<file path="src/rtl/nonrd_pkg.sv">
// Shared types and constants for the nonRD host adapter and its helpers.
package nonrd_pkg;

    localparam int DIVIDEND_W = 16;
    localparam int DIVISOR_W  = 8;
    localparam int BUS_W      = 9;

    // Sequencer states: operand load takes three cycles, result read takes two.
    typedef enum logic [2:0] {
        IDLE = 3'd0,
        LD_A = 3'd1,
        LD_Q = 3'd2,
        LD_M = 3'd3,
        WAIT = 3'd4,
        RD_Q = 3'd5,
        RESP = 3'd6
    } state_e;

    // Response status codes as seen on rsp_err.
    typedef enum logic [1:0] {
        ERR_OK   = 2'b00,
        ERR_DIV0 = 2'b01,
        ERR_OVF  = 2'b10,
        ERR_TMO  = 2'b11
    } err_e;

    // The quotient fits in DIVISOR_W bits only when the upper dividend half
    // is strictly below the divisor.
    function automatic logic quot_overflows(
        input logic [DIVIDEND_W-1:0] dividend,
        input logic [DIVISOR_W-1:0]  divisor
    );
        return dividend[DIVIDEND_W-1:DIVISOR_W] >= divisor;
    endfunction

endpackage

</file>
<file path="src/rtl/nonrd_host_adapter_if.sv">
// Request/response channels plus the divider-facing operand/result bus.
interface nonrd_host_adapter_if;
    import nonrd_pkg::*;

    // Request channel
    logic                  req_valid;
    logic                  req_ready;
    logic [DIVIDEND_W-1:0] req_dividend;
    logic [DIVISOR_W-1:0]  req_divisor;

    // Divider side
    logic                  bgn;
    logic [BUS_W-1:0]      inbus;
    logic                  done;
    logic [BUS_W-1:0]      outbus;

    // Response channel
    logic                  rsp_valid;
    logic                  rsp_ready;
    logic [DIVISOR_W-1:0]  rsp_quot;
    logic [DIVISOR_W-1:0]  rsp_rem;
    logic [1:0]            rsp_err;

    // Adapter view
    modport slave (
        input  req_valid, req_dividend, req_divisor, done, outbus, rsp_ready,
        output req_ready, bgn, inbus, rsp_valid, rsp_quot, rsp_rem, rsp_err
    );

    // Host/divider environment view
    modport master (
        output req_valid, req_dividend, req_divisor, done, outbus, rsp_ready,
        input  req_ready, bgn, inbus, rsp_valid, rsp_quot, rsp_rem, rsp_err
    );

endinterface

</file>
<file path="src/rtl/nonrd_wait_timer.sv">
// Watchdog counter for the WAIT state: cleared before the wait begins,
// counts while enabled and saturates at TIMEOUT-1, where expired is raised.
module nonrd_wait_timer #(
    parameter int TIMEOUT = 64
) (
    input  logic clk,
    input  logic rst_b,
    input  logic clr,
    input  logic en,
    output logic expired
);

    localparam int              CNT_W = $clog2(TIMEOUT);
    localparam logic [CNT_W-1:0] LAST = CNT_W'(TIMEOUT - 1);

    logic [CNT_W-1:0] cnt_q;
    logic [CNT_W-1:0] cnt_d;

    assign expired = (cnt_q == LAST);

    // Next count: clear wins, otherwise step while enabled and not saturated.
    always_comb begin
        // NOTE: default assignment first so no path leaves cnt_d unassigned (no latch).
        cnt_d = cnt_q;
        if (clr) begin
            cnt_d = '0;
        end else if (en && !expired) begin
            cnt_d = cnt_q + 1'b1;
        end
    end

    // Count register with synchronous reset.
    always_ff @(posedge clk) begin
        // NOTE: non-blocking assignments for flops so all state updates see pre-edge values.
        if (rst_b) begin
            cnt_q <= '0;
        end else begin
            cnt_q <= cnt_d;
        end
    end

endmodule

</file>
<file path="src/rtl/nonrd_host_adapter.sv">
// Host-side sequencer for the nonRD divider: screens requests, drives the
// three-cycle operand load, collects remainder/quotient and returns a
// response. Every output is a flop, so nothing on the request or response
// handshake reaches an output combinationally.
module nonrd_host_adapter
    import nonrd_pkg::*;
#(
    parameter int TIMEOUT = 64
) (
    input logic                 clk,
    input logic                 rst_b,
    nonrd_host_adapter_if.slave bus
);

    // FSM state and registered outputs
    state_e                state_q,       state_d;
    logic                  req_ready_q,   req_ready_d;
    logic                  bgn_q,         bgn_d;
    logic [BUS_W-1:0]      inbus_q,       inbus_d;
    logic                  rsp_valid_q,   rsp_valid_d;
    logic [DIVISOR_W-1:0]  rsp_quot_q,    rsp_quot_d;
    logic [DIVISOR_W-1:0]  rsp_rem_q,     rsp_rem_d;
    err_e                  rsp_err_q,     rsp_err_d;

    // Operands kept for the later load cycles; the upper dividend byte goes
    // out straight from the request in the accept cycle.
    logic [DIVISOR_W-1:0]  dividend_lo_q, dividend_lo_d;
    logic [DIVISOR_W-1:0]  divisor_q,     divisor_d;

    // Watchdog handshake
    logic                  timer_clr;
    logic                  timer_en;
    logic                  timer_expired;

    // outbus[8] carries nothing the adapter needs.
    logic                  outbus_unused;
    assign outbus_unused = bus.outbus[BUS_W-1];

    assign timer_clr = (state_q == LD_M);
    assign timer_en  = (state_q == WAIT);

    nonrd_wait_timer #(
        .TIMEOUT (TIMEOUT)
    ) u_wait_timer (
        .clk     (clk),
        .rst_b   (rst_b),
        .clr     (timer_clr),
        .en      (timer_en),
        .expired (timer_expired)
    );

    // Next state and next output values; outputs are computed for the state
    // being entered so they are valid for that whole cycle.
    always_comb begin
        state_d       = state_q;
        req_ready_d   = 1'b0;
        bgn_d         = 1'b0;
        inbus_d       = '0;
        rsp_valid_d   = rsp_valid_q;
        rsp_quot_d    = rsp_quot_q;
        rsp_rem_d     = rsp_rem_q;
        rsp_err_d     = rsp_err_q;
        dividend_lo_d = dividend_lo_q;
        divisor_d     = divisor_q;

        unique case (state_q)
            IDLE: begin
                req_ready_d = 1'b1;
                if (bus.req_valid) begin
                    req_ready_d   = 1'b0;
                    dividend_lo_d = bus.req_dividend[DIVISOR_W-1:0];
                    divisor_d     = bus.req_divisor;
                    rsp_quot_d    = '0;
                    rsp_rem_d     = '0;
                    if (bus.req_divisor == '0) begin
                        state_d     = RESP;
                        rsp_err_d   = ERR_DIV0;
                        rsp_valid_d = 1'b1;
                    end else if (quot_overflows(bus.req_dividend, bus.req_divisor)) begin
                        state_d     = RESP;
                        rsp_err_d   = ERR_OVF;
                        rsp_valid_d = 1'b1;
                    end else begin
                        state_d   = LD_A;
                        rsp_err_d = ERR_OK;
                        bgn_d     = 1'b1;
                        inbus_d   = {1'b0, bus.req_dividend[DIVIDEND_W-1:DIVISOR_W]};
                    end
                end
            end

            LD_A: begin
                state_d = LD_Q;
                inbus_d = {1'b0, dividend_lo_q};
            end

            LD_Q: begin
                state_d = LD_M;
                inbus_d = {1'b0, divisor_q};
            end

            LD_M: begin
                state_d = WAIT;
            end

            WAIT: begin
                // A done in the last allowed cycle still wins over the watchdog.
                if (bus.done) begin
                    state_d   = RD_Q;
                    rsp_rem_d = bus.outbus[DIVISOR_W-1:0];
                end else if (timer_expired) begin
                    state_d     = RESP;
                    rsp_err_d   = ERR_TMO;
                    rsp_quot_d  = '0;
                    rsp_rem_d   = '0;
                    rsp_valid_d = 1'b1;
                end
            end

            RD_Q: begin
                state_d     = RESP;
                rsp_quot_d  = bus.outbus[DIVISOR_W-1:0];
                rsp_err_d   = ERR_OK;
                rsp_valid_d = 1'b1;
            end

            RESP: begin
                if (bus.rsp_ready) begin
                    state_d     = IDLE;
                    rsp_valid_d = 1'b0;
                    req_ready_d = 1'b1;
                end
            end

            default: begin
                state_d     = IDLE;
                req_ready_d = 1'b1;
                rsp_valid_d = 1'b0;
            end
        endcase
    end

    // State and output registers with synchronous active-high reset.
    always_ff @(posedge clk) begin
        // NOTE: every flop here is small control/data state, so all of it is reset.
        if (rst_b) begin
            state_q       <= IDLE;
            req_ready_q   <= 1'b1;
            bgn_q         <= 1'b0;
            inbus_q       <= '0;
            rsp_valid_q   <= 1'b0;
            rsp_quot_q    <= '0;
            rsp_rem_q     <= '0;
            rsp_err_q     <= ERR_OK;
            dividend_lo_q <= '0;
            divisor_q     <= '0;
        end else begin
            state_q       <= state_d;
            req_ready_q   <= req_ready_d;
            bgn_q         <= bgn_d;
            inbus_q       <= inbus_d;
            rsp_valid_q   <= rsp_valid_d;
            rsp_quot_q    <= rsp_quot_d;
            rsp_rem_q     <= rsp_rem_d;
            rsp_err_q     <= rsp_err_d;
            dividend_lo_q <= dividend_lo_d;
            divisor_q     <= divisor_d;
        end
    end

    assign bus.req_ready = req_ready_q;
    assign bus.bgn       = bgn_q;
    assign bus.inbus     = inbus_q;
    assign bus.rsp_valid = rsp_valid_q;
    assign bus.rsp_quot  = rsp_quot_q;
    assign bus.rsp_rem   = rsp_rem_q;
    assign bus.rsp_err   = rsp_err_q;

endmodule

</file>
<file path="src/flat_wrapper.sv">
// flat-port wrapper written by rule: the top's interface ports become plain ports
module nonrd_host_adapter_flat import nonrd_pkg::*;
#(
    parameter int TIMEOUT = 64
)
  (clk, rst_b, bus_req_valid, bus_req_dividend, bus_req_divisor, bus_done, bus_outbus, bus_rsp_ready, bus_req_ready, bus_bgn, bus_inbus, bus_rsp_valid, bus_rsp_quot, bus_rsp_rem, bus_rsp_err);
  nonrd_host_adapter_if bus_i ();
  input logic clk;
  input logic rst_b;
  input wire logic [$bits(bus_i.req_valid)-1:0] bus_req_valid;
  input wire logic [$bits(bus_i.req_dividend)-1:0] bus_req_dividend;
  input wire logic [$bits(bus_i.req_divisor)-1:0] bus_req_divisor;
  input wire logic [$bits(bus_i.done)-1:0] bus_done;
  input wire logic [$bits(bus_i.outbus)-1:0] bus_outbus;
  input wire logic [$bits(bus_i.rsp_ready)-1:0] bus_rsp_ready;
  output wire logic [$bits(bus_i.req_ready)-1:0] bus_req_ready;
  output wire logic [$bits(bus_i.bgn)-1:0] bus_bgn;
  output wire logic [$bits(bus_i.inbus)-1:0] bus_inbus;
  output wire logic [$bits(bus_i.rsp_valid)-1:0] bus_rsp_valid;
  output wire logic [$bits(bus_i.rsp_quot)-1:0] bus_rsp_quot;
  output wire logic [$bits(bus_i.rsp_rem)-1:0] bus_rsp_rem;
  output wire logic [$bits(bus_i.rsp_err)-1:0] bus_rsp_err;
  assign bus_i.req_valid = bus_req_valid;
  assign bus_i.req_dividend = bus_req_dividend;
  assign bus_i.req_divisor = bus_req_divisor;
  assign bus_i.done = bus_done;
  assign bus_i.outbus = bus_outbus;
  assign bus_i.rsp_ready = bus_rsp_ready;
  assign bus_req_ready = bus_i.req_ready;
  assign bus_bgn = bus_i.bgn;
  assign bus_inbus = bus_i.inbus;
  assign bus_rsp_valid = bus_i.rsp_valid;
  assign bus_rsp_quot = bus_i.rsp_quot;
  assign bus_rsp_rem = bus_i.rsp_rem;
  assign bus_rsp_err = bus_i.rsp_err;
  nonrd_host_adapter #(.TIMEOUT(TIMEOUT)) u_core (.clk(clk), .rst_b(rst_b), .bus(bus_i));
endmodule
</file>
<file path="config.mk">
export PLATFORM = sky130hd
export DESIGN_NAME = nonrd_host_adapter_flat
export DESIGN_NICKNAME = d
export VERILOG_FILES = /design/src/rtl/nonrd_pkg.sv /design/src/rtl/nonrd_host_adapter_if.sv /design/src/rtl/nonrd_wait_timer.sv /design/src/rtl/nonrd_host_adapter.sv /design/src/flat_wrapper.sv
export SDC_FILE = /design/constraint.sdc
export NUM_CORES = 1
export LEC_CHECK = 0
export ABC_AREA = 1
export CORE_AREA = 3 3 83 85
export CTS_CLUSTER_DIAMETER = 150
export DETAILED_ROUTE_END_ITERATION = 10
export DIE_AREA = 0 0 86 88
export PLACE_DENSITY = 0.68
export SLEW_MARGIN = 0
export SYNTH_ARGS = -nofsm -noshare
export SYNTH_HDL_FRONTEND = slang
export SYNTH_SLANG_ARGS = --single-unit
</file>
<file path="constraint.sdc">
create_clock -name clk -period 2.1 [get_ports clk]
set_clock_uncertainty 0.2 [all_clocks]
set_input_delay 0.42 -clock clk [delete_from_list [all_inputs] [get_ports clk]]
set_output_delay 0.42 -clock clk [all_outputs]
set_load 0.02 [all_outputs]
</file>
==> metrics.md <==
| Metric | Value |
|---|---|
| Fin crit share | between 90% and 100% |
| Antenna viol nets, final | 0 |
| Clk pwr share | 19.9% |
| Synth Register Bits | 54 |
| CTS tree | yes |
| Crit path capture type | register |
| # placed instances | 480 |
| Maximum buffer depth of the clock tree | 2 |
| Io pins | slightly below 70 |
| Area grow syn2layout | 43.3% |
| Flip-flop and latch area | ~0.0011 mm^2 |
| Largest net degree at the start of global routing | 29 |
| Peak VDD IR | approximately 0.47 mV |
| Share of cells above drive strength 1 | between 10% and 20% |
| Gr ovfl total | 0 |
| Max stage delay cell, worst path | clkdlybuf4s50_1 |
| Mapped cell area | ~0.0024 mm^2 |
| Clock net sink count | between 50 and 60 |
| Non-Filler Instances | 489 |
| CP startpoint kind | input pin |
| Final HPWL DP | approximately 4400 um |
| Max incr delay on CP | 0.49 ns |
| Vias | between 2000 and 2500 |
| Vias per std cell | approximately 4.8 |
| Post-Syn Area per Cell | between 7 and 8 um^2 |
| Avg WL per Cell | 12.3 um |
| DR DRC count | 0 |
| NetSw | ~1.4 mW |
| Data arrival time of the critical path | slightly below 2 ns |
| Status | complete, no violations |
| Worst-skew pair later-pin latency | slightly above 0.3 ns |
| Synth cell types | 32 |
| H-tree levels | 2 |
| CP Class | input pin to register |
| Hold_ws | 0.195 ns |
| Port bufs | 65 |
| Min Clock Period, post-route | roughly 1.9 ns |
| Antenna Cells | 0 |
| All-Layer GR Usage | between 10% and 20% |
| Die area | 0.00757 mm^2 |
| Synth Instances | 332 |
| Vias in the first global route | between 2000 and 2500 |
| Die Width | around 86 um |
| Gate power share | roughly 42% |
| Final worst slack | 0.166 ns |
| CTS root buffer | clkbuf_8 |
| Nets | between 400 and 500 |
| Seq/Total Area, Yosys | 44.1% |
| Global-route wire length before repair | roughly 10000 um |
| Required @ worst endpoint | approximately 2.1 ns |
| TritonCTS buffer count | 5 |
| Drt initial violations | ~90 |
| Fmax | 517 MHz |
| Layout fillers | ~600 |
| Clock slew seen by the registers of the worst setup and hold paths | roughly 0.10 ns |
| Dominant cell type by count on the critical path | nor2_4 |
| Final setup fails | 0 |
| CP Cell Sequence | clkdlybuf4s50_1 > ha_1 > nand2_2 > nor2_1 > nor2_4 > nand3_4 > nor2_4 > nand2_1 > a21oi_1 |
| Synth warn | 0 |
| Lkg Pwr | around 1.5 nW |
| Core box area | about 0.0063 mm^2 |
| Area of the multi-input gates | 0.00119 mm^2 |
| Power per cell area | a little over 1000 mW/mm^2 |
| Final Slew Violations | 0 |
| Syn_nets | 379 |
| Final hold violations | 0 |
| Max-cap violations | 0 |
| Initial antenna violation count | 0 |
| RSZ-0062 raised after global routing | no |
| GPL Wtd Cong | roughly 0.81 |
| Die span in y | 88 um |
| CP max FO | 8 |
| Initial cell density of the core | between 30% and 40% |
| Switching Share | 38.5% |
| Post-Place Setup Slack | -0.430 ns |
| Cell Int Power | about 2.2 mW |
| Seq pwr share | roughly 38% |
| # rows | 29 |
| Iteration count of the initial detailed-routing pass | 4 |
| Hold WC Path Type | input pin to register |
| Routed WL | around 6000 um |
## state kept, by name, summed over array words and instances (netlist names)
register / cells
u_core.bus.rsp_rem: 8
u_core.dividend_lo_q: 8
u_core.bus.req_ready: 1
u_core.bus.rsp_err: 2
u_core.bus.rsp_quot: 8
u_core.bus.inbus: 8
u_core.divisor_q: 8
u_core.u_wait_timer.cnt_q: 6
u_core.state_q: 3
u_core.bus.rsp_valid: 1
u_core.bus.bgn: 1
## Yosys cell counts, drive strengths merged
library cell	n	share of area [%]
a21o	2	0.61
xor2	1	0.36
a31oi	1	0.26
o311ai	1	0.36
buf	4	1.2
nand3	10	2.5
a21oi	48	9.8
or2	3	0.77
nor3	8	1.6
o22ai	8	2.0
clkinv	1	0.15
o21ai	19	3.9
inv	49	7.6
ha	9	4.6
nor3b	1	0.31
clkbuf	7	1.1
conb	1	0.15
nand4	2	0.51
dfxtp	54	44
nand2	75	12
and3	1	0.26
nor2	27	5.7
## routing by layer
| metal | global-route usage (%) | vias to the layer above | wire length, um |
|---|---|---|---|
| met3 | 3.48 | 4 | 272 |
| met4 | 4.89 | 0 | 58 |
| met1 | 21.4 | 1069 | 2770 |
| met2 | 26.5 | 45 | 2910 |
| li1 | - | 1223 | - |
| met5 | 0 | - | 0 |
## cells by family (layout without fill, tap and decap cells)
group                    Yosys count  in the layout  share of synthesized area (%)
AO/OA/AOI/OAI                     79             79                           17.0
XOR/XNOR                           1              1                          0.358
adder cells (fa/ha/maj)            9              9                           4.60
buffers and inverters             61            141                           10.0
flip-flops                        54             54                           44.1
other                              1              1                          0.153
AND/OR/NAND/NOR                  127            127                           23.8
## layout make-up
cell class	instances	area share (%)
clock buffer	5	1.96
clock inverter	3	1.25
inverter	50	5.42
multi-input combinational	217	34.0
sequential	54	30.8
tap	77	2.75
timing repair buffer	83	23.8
## path summary, 6_finish.rpt
kind | from | end | slack (ns) | cells after the start
min reg2reg | u_core.dividend_lo_q[4] | u_core.dividend_lo_q[4] | 0.25 | 2
max | bus_req_dividend[14] | u_core.bus.inbus[3] | 0.17 | 9
max reg2reg | u_core.u_wait_timer.cnt_q[0] | u_core.bus.rsp_rem[5] | 0.26 | 6
min | bus_req_dividend[8] | u_core.bus.inbus[0] | 0.19 | 3
## worst max-delay path: cells and delay by family
kind / cells / cell delay (ns)
AOI/OAI and AO/OA: 1 / 0.13
and+or+nand+nor: 6 / 0.69
adders and majority gates: 1 / 0.24
buffers and inverters: 1 / 0.49
## power by group through the flow
stage / combinational (mW) / sequential, mW / clock [mW]
4_1_cts: 1.52 / 1.37 / 0.730
3_3_place_gp: 1.49 / 1.39 / 0
3_5_place_dp: 1.50 / 1.39 / 0
5_1_grt: 1.72 / 1.39 / 0.765
2_1_floorplan: 0.941 / 1.45 / 0
6_report: 1.52 / 1.37 / 0.716
## per-stage QoR
| step | total power, mW | instance area (um^2) | utilization [%] | setup TNS [ns] |
|---|---|---|---|---|
| 2_1_floorplan | 2.39 | 2450 | - | 0 |
| 6_report | 3.61 | 3510 | 55.9 | 0 |
| 5_1_grt | 3.88 | 3510 | 55.9 | 0 |
| 3_5_place_dp | 2.89 | 3290 | 52.5 | -4.78 |
| 3_3_place_gp | 2.88 | 3290 | 52.5 | -4.16 |
| 4_1_cts | 3.62 | 3460 | 55.1 | 0 |
## repair_timing
item | CTS | global route
gates resized for setup | 11 | 17
pin swaps | 8 | 12
cloned | 0 | 0
buffers inserted | 1 | 0
endpoints found under the hold margin | 0 | 0
hold buffers | 0 | 0
setup endpoints to repair | 8 | 13
## cells in the final DEF, fill, tap and decap left out, types with 5 or more instances in the layout
cell type	n
clkbuf_8	5
dfxtp_1	54
nor2_4	6
inv_1	44
a21oi_1	47
nand2_2	5
nand2_1	68
o22ai_1	8
dlymetal6s2s_1	11
nor2_1	21
ha_1	6
nand3_1	7
buf_4	16
clkdlybuf4s50_1	51
o21ai_0	16
nor3_1	8
No activity file was read; power rests on OpenSTA's default activity.
